--- src/rtl/jtmx5k_rom_slot_if.sv ---
// SDRAM-side bus of one ROM slot in the MX5000 core.
//
// Handshake: the slot raises sdram_req with a stable sdram_addr and keeps both
// unchanged until the arbiter pulses sdram_ack for one cycle; sdram_req drops
// in the cycle after that pulse. data_dst and data_rdy are broadcast to every
// slot. A slot takes the first data_rdy after its own ack as its read word.
interface jtmx5k_rom_slot_if;
  logic        sdram_req;
  logic [21:0] sdram_addr;
  logic        sdram_ack;
  logic        data_dst;
  logic        data_rdy;
  logic [15:0] data_read;

  modport master (
    output sdram_req, sdram_addr,
    input  sdram_ack, data_dst, data_rdy, data_read
  );

  modport slave (
    input  sdram_req, sdram_addr,
    output sdram_ack, data_dst, data_rdy, data_read
  );
endinterface

--- src/rtl/jtmx5k_rom_slot.sv ---
// One SDRAM read slot for a ROM client. Adds the slot offset to the client
// address, runs the req/ack/data_rdy handshake and keeps a two-entry 16-bit
// word cache. This lets sequential byte reads and ping-pong reads between two
// words return data without a new SDRAM transaction.
// DW must be 8 or 16.
module jtmx5k_rom_slot #(
  parameter int          AW     = 18,
  parameter int          DW     = 8,
  parameter logic [21:0] OFFSET = 22'h0
) (
  input  logic                    clk,
  input  logic                    rst_n,
  input  logic                    downloading,
  input  logic [AW-1:0]           addr,
  input  logic                    cs,
  output logic                    ok,
  output logic [DW-1:0]           dout,
  jtmx5k_rom_slot_if.master       sdram,
  // {data phase seen, fsm state}
  output logic [2:0]              dbg
);

  // Width of the word address: byte clients drop the byte-select bit.
  localparam int WAW = (DW == 8) ? AW - 1 : AW;

  typedef enum logic [1:0] {
    IDLE = 2'd0,
    REQ  = 2'd1,
    WAIT = 2'd2
  } state_t;

  state_t           state;
  logic [WAW-1:0]   waddr;
  logic [WAW-1:0]   fetch_tag;
  logic [21:0]      req_addr;
  logic             dst_seen;

  logic [1:0]       valid;
  logic [WAW-1:0]   tag  [2];
  logic [15:0]      data [2];
  logic             lru;

  logic             hit0;
  logic             hit1;
  logic             hit;
  logic [15:0]      hit_word;
  logic             fill;

  generate
    if (DW == 8) begin : g_byte
      assign waddr = addr[AW-1:1];
      // addr[0] picks the high byte of the cached word
      assign dout  = hit ? (addr[0] ? hit_word[15:8] : hit_word[7:0]) : '0;
    end else begin : g_word
      assign waddr = addr;
      assign dout  = hit ? hit_word : '0;
    end
  endgenerate

  // Carry beyond bit 21 is dropped, so the sum wraps inside SDRAM space.
  assign req_addr = OFFSET + 22'(waddr);

  // Cache lookup is purely combinational so a hit has zero latency.
  assign hit0     = valid[0] && (tag[0] == waddr);
  assign hit1     = valid[1] && (tag[1] == waddr);
  assign hit      = cs && !downloading && (hit0 || hit1);
  assign hit_word = hit0 ? data[0] : data[1];
  assign ok       = hit;

  // A same-cycle ack+data_rdy in REQ counts as ack followed by the fill.
  assign fill = !downloading &&
                (((state == REQ) && sdram.sdram_ack && sdram.data_rdy) ||
                 ((state == WAIT) && sdram.data_rdy));

  assign dbg = {dst_seen, state};

  // Request FSM, cache fill and LRU bookkeeping.
  always_ff @(posedge clk or negedge rst_n) begin
    if (!rst_n) begin
      state            <= IDLE;
      sdram.sdram_req  <= 1'b0;
      sdram.sdram_addr <= OFFSET;
      fetch_tag        <= '0;
      dst_seen         <= 1'b0;
      valid            <= '0;
      lru              <= 1'b0;
      for (int i = 0; i < 2; i++) begin
        tag[i]  <= '0;
        data[i] <= '0;
      end
    end else if (downloading) begin
      // The ROM content is changing: drop the cache and any fetch in flight.
      state           <= IDLE;
      sdram.sdram_req <= 1'b0;
      dst_seen        <= 1'b0;
      valid           <= '0;
    end else begin
      // A hit makes the other entry the eviction candidate.
      if (hit) lru <= hit0;

      case (state)
        IDLE: begin
          if (cs && !(hit0 || hit1)) begin
            fetch_tag        <= waddr;
            sdram.sdram_addr <= req_addr;
            sdram.sdram_req  <= 1'b1;
            state            <= REQ;
          end
        end
        REQ: begin
          // The request stays up even if the client moves on.
          if (sdram.sdram_ack) begin
            sdram.sdram_req <= 1'b0;
            state           <= sdram.data_rdy ? IDLE : WAIT;
          end
        end
        WAIT: begin
          if (sdram.data_dst) dst_seen <= 1'b1;
          if (sdram.data_rdy) begin
            dst_seen <= 1'b0;
            state    <= IDLE;
          end
        end
        default: state <= IDLE;
      endcase

      // Fill overrides the hit update: the new word is the most recent one.
      if (fill) begin
        data[lru]  <= sdram.data_read;
        tag[lru]   <= fetch_tag;
        valid[lru] <= 1'b1;
        lru        <= ~lru;
      end
    end
  end

endmodule
--- src/flat_wrapper.sv ---
// flat-port wrapper written by rule: the top's interface ports become plain ports
module jtmx5k_rom_slot_flat 
#(
  parameter int          AW     = 18,
  parameter int          DW     = 8,
  parameter logic [21:0] OFFSET = 22'h0
)
  (clk, rst_n, downloading, addr, cs, ok, dout, dbg, sdram_sdram_req, sdram_sdram_addr, sdram_sdram_ack, sdram_data_dst, sdram_data_rdy, sdram_data_read);
  jtmx5k_rom_slot_if sdram_i ();
  input  logic clk;
  input  logic rst_n;
  input  logic downloading;
  input  logic [AW-1:0] addr;
  input  logic cs;
  output logic ok;
  output logic [DW-1:0] dout;
  output logic [2:0] dbg;
  output wire logic [$bits(sdram_i.sdram_req)-1:0] sdram_sdram_req;
  output wire logic [$bits(sdram_i.sdram_addr)-1:0] sdram_sdram_addr;
  input wire logic [$bits(sdram_i.sdram_ack)-1:0] sdram_sdram_ack;
  input wire logic [$bits(sdram_i.data_dst)-1:0] sdram_data_dst;
  input wire logic [$bits(sdram_i.data_rdy)-1:0] sdram_data_rdy;
  input wire logic [$bits(sdram_i.data_read)-1:0] sdram_data_read;
  assign sdram_sdram_req = sdram_i.sdram_req;
  assign sdram_sdram_addr = sdram_i.sdram_addr;
  assign sdram_i.sdram_ack = sdram_sdram_ack;
  assign sdram_i.data_dst = sdram_data_dst;
  assign sdram_i.data_rdy = sdram_data_rdy;
  assign sdram_i.data_read = sdram_data_read;
  jtmx5k_rom_slot #(.AW(AW), .DW(DW), .OFFSET(OFFSET)) u_core (.clk(clk), .rst_n(rst_n), .downloading(downloading), .addr(addr), .cs(cs), .ok(ok), .dout(dout), .sdram(sdram_i), .dbg(dbg));
endmodule
--- config.mk ---
export PLATFORM = sky130hd
export DESIGN_NAME = jtmx5k_rom_slot_flat
export DESIGN_NICKNAME = d
export VERILOG_FILES = /design/src/rtl/jtmx5k_rom_slot_if.sv /design/src/rtl/jtmx5k_rom_slot.sv /design/src/flat_wrapper.sv
export SDC_FILE = /design/constraint.sdc
export NUM_CORES = 1
export LEC_CHECK = 0
export ABC_AREA = 1
export ABC_CLOCK_PERIOD_IN_PS = 4200
export CAP_MARGIN = 10
export CORE_MARGIN = 4
export CORE_UTILIZATION = 40
export DETAILED_ROUTE_END_ITERATION = 6
export DONT_BUFFER_PORTS = 1
export PLACE_DENSITY = 0.66
export SLEW_MARGIN = 15
export SYNTH_ARGS = -nofsm -noshare
export SYNTH_HDL_FRONTEND = slang
export SYNTH_SLANG_ARGS = --single-unit
--- constraint.sdc ---
create_clock -name clk -period 4.2 [get_ports clk]
set_clock_uncertainty 0.05 [all_clocks]
set_input_delay 0.42 -clock clk [delete_from_list [all_inputs] [get_ports clk]]
set_output_delay 0.42 -clock clk [all_outputs]
set_load 0.05 [all_outputs]
Word level (Yosys, flattened, before mapping):

Cells that the tools add are included.

* register bits after elaboration: 90
* output and inout bits: 35
* word-level logic and storage cells: 81

* magnitude comparators: 4
* equal/unequal tests: 7
* mux-type cells: 29
* bitwise gates (word level): 4
* reduce and logical (&&, ||, !) cells: 27

Operator list (number)
* bitwise mux 34 bit: 1
* equality test 17 bit: 2
* bitwise mux 32 bit: 1
* 2-to-1 mux 16 bit: 2
* demux 17 bit (select 1 bit): 1
* 2-to-1 mux 17 bit: 1
* demux 16 bit (select 1 bit): 1
* 2-to-1 mux 8 bit: 2
* 2-to-1 mux 2 bit: 7
* logical AND 1 bit: 11
* 2-to-1 mux 1 bit: 10
* AND reduction 3 bit: 3
* != test 3 bit (second input constant): 2
* case mux 2 bit (3 select lines): 1
* AND reduction 2 bit: 3
* nonzero test 2 bit: 3
* nonzero test 3 bit: 2
* != test 3 x 2 -> 1 bit (second input constant): 1
* equality test 2 x 1 -> 1 bit (second input constant): 1
* equality test 2 bit (second input constant): 1
* greater-or-equal comparator 2 bit (second input constant): 1
* zero test 1 bit: 2
* zero test 2 bit: 1
* logical OR 1 bit: 2
* other kinds (8): 9

Logic depth before layout (Yosys ltp):

* depth after elaboration: 8
* mapped depth: 12
* depth with buffers taken out: 12

Least setup slack after synthesis:

No wires, ideal clock.

* path type: in2out
* from: in addr[3]
* to: out dout[2]
* data arrival time: 2.083 ns
* slack: 1.647 ns
* stages on the path: 10
* path buffers: 1
* cell sequence: inv_1 o21ai_0 nor2_1 nand2_1 nor2_2 nand3_4 buf_6 a21oi_1 nand2_1 a21oi_1

* cells in the longest elaborated chain, start to end: 5

Ends and longest elaborated chain
* from (decl): line flat_wrapper.sv:13 `input logic [AW-1:0] addr;`
* equality test 17 bit (on tied branches): line jtmx5k_rom_slot.sv:64, jtmx5k_rom_slot.sv:65
* logical AND 1 bit (on tied branches): line jtmx5k_rom_slot.sv:64, jtmx5k_rom_slot.sv:65
* 2-to-1 mux 16 bit / logical OR 1 bit (equally long branches): line jtmx5k_rom_slot.sv:67, jtmx5k_rom_slot.sv:66
* 2-to-1 mux 8 bit / logical AND 1 bit (equally long branches): line jtmx5k_rom_slot.sv:53, jtmx5k_rom_slot.sv:66
* 2-to-1 mux 8 bit (*): line jtmx5k_rom_slot.sv:53 `assign dout = hit ? (addr[0] ? hit_word[15:8] : hit_word[7:0]) : '0;`
* to (decl): line flat_wrapper.sv:16 `output logic [DW-1:0] dout;`

Mark *: on every way between the ends. The rest lies on a longest branch, timed or not.

Final worst setup path:

* from: reg u_core.tag[27] (netlist bit)
* to: out dout[6]

* cells in the longest elaborated chain, start to end: 5

Ends and longest elaborated chain
* from (decl): line jtmx5k_rom_slot.sv:39 `logic [WAW-1:0] tag [2];`
* from (signal, indexed assignment): line jtmx5k_rom_slot.sv:130 `tag[lru] <= fetch_tag;`
* equality test 17 bit (*): line jtmx5k_rom_slot.sv:64 `assign hit0 = valid[0] && (tag[0] == waddr);`
* logical AND 1 bit (*): line jtmx5k_rom_slot.sv:64
* 2-to-1 mux 16 bit / logical OR 1 bit (equally long branches): line jtmx5k_rom_slot.sv:67, jtmx5k_rom_slot.sv:66
* 2-to-1 mux 8 bit / logical AND 1 bit (equally long branches): line jtmx5k_rom_slot.sv:53, jtmx5k_rom_slot.sv:66
* 2-to-1 mux 8 bit (*): line jtmx5k_rom_slot.sv:53

Marks and branches as above.

==> qor.txt <==
DP Area -> 4470 um^2
Critical R2R Capture -> u_core.data[31]
Critical Path AT -> 2.43 ns
Minimum clock period -> 2.90 ns
Least-Margin Pin Slew -> 1.06 ns
Synth warn -> 0
Layout cell share with drive strength beyond 1 -> 9.87%
Worst Hold Class -> input pin to flop
Area Growth Syn to Fin -> 7.44%
Reg-to-reg startpoint -> u_core.state[0]
Worst setup SP type -> flop
Status -> completed
Global-route wire length before repair -> 16.3 mm
Met1 wire length -> 4.41 mm
Total gr overflow -> 0
Fmax -> 345 MHz
Design Area, Final -> 4680 um^2
Critical Path Fanout Max -> 28
Reg2Reg Setup Slack -> 1.53 ns
Antenna cell count -> 0
FF-to-FF path depth -> 8
WL/cell -> 14.2 um
Yosys top cell area share -> 51.7%
CTS HTree Levels -> 3
Vias/cell -> 4.89
Post-synth cell types -> 30
Post-Place Worst Slack -> 1.52 ns
Largest net degree at the start of global routing -> 91
Main flop type after synthesis -> dfrtp_1
Final Core Density -> 44.7%
Post-CTS Setup Inserts -> 0
Final setup viols -> 0
WL met2 -> 4.36 mm
Final ANT Viol Nets -> 0
# DRC -> 0
CTS tree -> built
Crit share post-route -> 69.1%
Synthesized flop and latch total -> 90
Most area-hungry cell type in the Yosys netlist -> dfrtp_1
Routability Congestion -> 0.779
Hold Vio Cnt, Final -> 0
RSZ-0062 raised after global routing -> no
Sequential cell area fraction in the yosys report -> 51.7%
Leakage power -> 2.35 nW
Max clock buf depth -> 2
Worst Hold Depth -> 2
Row count -> 37
Die width -> 112 um
Starting Density -> 41.6%
Clock-pin slew on the worst setup and hold paths -> 0.09 ns
Setup WS post-layout -> 1.30 ns
Worst Hold Launch -> sdram_data_read[0]
Total Nets Final -> 583
# IOs -> 76
Hpwl dp -> 6.83 mm
Kind of critical path -> flop to output port
Vias in the first global route -> 3408
Max Cap Viol -> 0
CP required -> 3.73 ns
Post-route setup TNS -> 0 ns
Total routed wirelength -> 9.68 mm
Slew headroom -> 28.8%
Clk sink count -> 90
Syn_area_per_cell -> 8.05 um^2
Final Instance Count excl. Fillers -> 683
IO Port Bufs -> 0
WL met3 -> 672 um
DRT iter0 DRCs -> 275
CTS buffer count -> 9
Worst hold endpoint -> u_core.data[0]
VDD IR max -> 0.000356 V
Initial antenna violation count -> 0
Total track usage -> 16.0%
# placed instances -> 665
Synth area leaders -> dfrtp_1 52%, nand2_1 15%, o21ai_0 6.1%
Clk Latency, worst-skew pair -> 0.36 ns
Mapped Area -> 4350 um^2
Cells after Synth -> 541
Vias after detailed routing -> 3343
DRT Pass-1 Iters -> 4
Clock Root Buffer -> clkbuf_8
Top layer reached by signal wires -> met4
Fin. max-slew vios -> 0
Die height -> 112 um
EDFF count, synth -> 0
Pwr per Cell Area -> 574 nW/um^2
Worst Setup End Kind -> output port
Core ar. -> 10500 um^2
Asr flop ratio synth -> 100%
DIE AREA -> 12600 um^2
layout make-up:
class,count,area [um^2]
fillers,1052,5780
repair buffers,11,105
flip-flops and latches,90,2250
well taps,136,170
inverters,76,285
clock inverters,4,27.5
clock buffers,12,145
multi-input cells,354,1690
where the power goes:
group | total [W] | switching (W) | internal [W]
registers | 0.00149 | 0.000301 | 0.00119
clock network | 0.000540 | 0.000308 | 0.000232
logic | 0.000656 | 0.000385 | 0.000271
total | 0.00268 | 0.000994 | 0.00169
synth_stat cells, drive strengths merged (2+ instances only):
library cell  instances
xnor2                 6
or2                   3
nand3                 8
nor2                 39
nand4                 2
buf                  22
dfrtp                90
a21oi                34
clkbuf                3
o211ai                9
nand2               170
inv                  75
o21ai                65
mux2                 11
cell usage in the layout (no fill, tap or decap):
| cell type | instances |
|---|---|
| a21oi_2 | 2 |
| nand3_1 | 5 |
| buf_4 | 9 |
| nor2_2 | 1 |
| clkinv_4 | 2 |
| mux2_2 | 11 |
| clkinv_1 | 1 |
| nand4_1 | 1 |
| nand2_2 | 1 |
| or2_2 | 1 |
| a21oi_1 | 32 |
| nor3_1 | 1 |
| o21ai_1 | 12 |
| or2_1 | 2 |
| xor2_1 | 1 |
| xnor2_1 | 6 |
| clkbuf_8 | 10 |
| inv_1 | 67 |
| nor2_1 | 36 |
| buf_16 | 1 |
| nand2_1 | 169 |
| conb_1 | 5 |
| dfrtp_1 | 90 |
| nor2_4 | 2 |
| inv_2 | 8 |
| dlygate4sd3_1 | 1 |
| clkbuf_1 | 2 |
| clkinv_2 | 2 |
| nand4_4 | 1 |
| o21ai_0 | 53 |
| o211ai_1 | 9 |
| nand3_4 | 1 |
| nand3_2 | 2 |
per-stage QoR:
stage	hold slack, ns	power [W]
5_1_grt	0.121	0.00291
6_report	0.129	0.00268
2_1_floorplan	0.0744	0.00199
3_3_place_gp	0.0808	0.00211
4_1_cts	0.109	0.00272
3_5_place_dp	0.0803	0.00215
what timing repair did:
item	CTS	global route
hold buffers	2	0
gates resized for setup	0	0
endpoints found under the hold margin	90	0
routing by layer:
layer / global-route usage, % / vias to the layer above
li1: - / 1673
met5: 0 / -
met4: 6.97 / 0
met1: 20.4 / 1564
met2: 25.2 / 90
met3: 4.80 / 16
sequential cells by signal, indices dropped and copies added (netlist names):
signal                  cells
u_core.tag                 34
u_core.data                32
u_core.fetch_tag           17
u_core.state                2
u_core.valid                2
u_core.dst_seen             1
u_core.lru                  1
u_core.sdram.sdram_req      1
worst max-delay path by stage:
stage	from	to	slack, ns
2_1_floorplan	addr[3]	dout[2]	1.65
3_3_place_gp	addr[3]	dout[6]	1.60
3_5_place_dp	u_core.state[0]	u_core.data[25]	1.52
4_1_cts	u_core.tag[27]	dout[6]	1.26
5_1_grt	u_core.tag[27]	dout[6]	0.99
6_report	u_core.tag[27]	dout[6]	1.30
worst max-delay path, stage by stage, from the launching register on:
cell	delay [ns]
dfrtp_1	0.40
nand2_1	0.07
nand2_1	0.06
nor2_1	0.15
nand2_1	0.11
nor2_4	0.11
nand3_4	0.28
nand2_1	0.15
nand2_1	0.23
a21oi_1	0.27
buf_4	0.24
logic make-up (layout without fill, tap and decap cells):
logic type	after synthesis	in the layout	synth area share [%]
other	1	5	0.0861
xor gates and xnor gates	7	7	1.41
muxes	11	11	2.84
AOI/OAI and AO/OA	108	108	13.1
buffers and inverters	101	103	9.80
DFF	90	90	51.7
and+or+nand+nor	223	223	21.0
No activity file was read; power rests on OpenSTA's default activity.
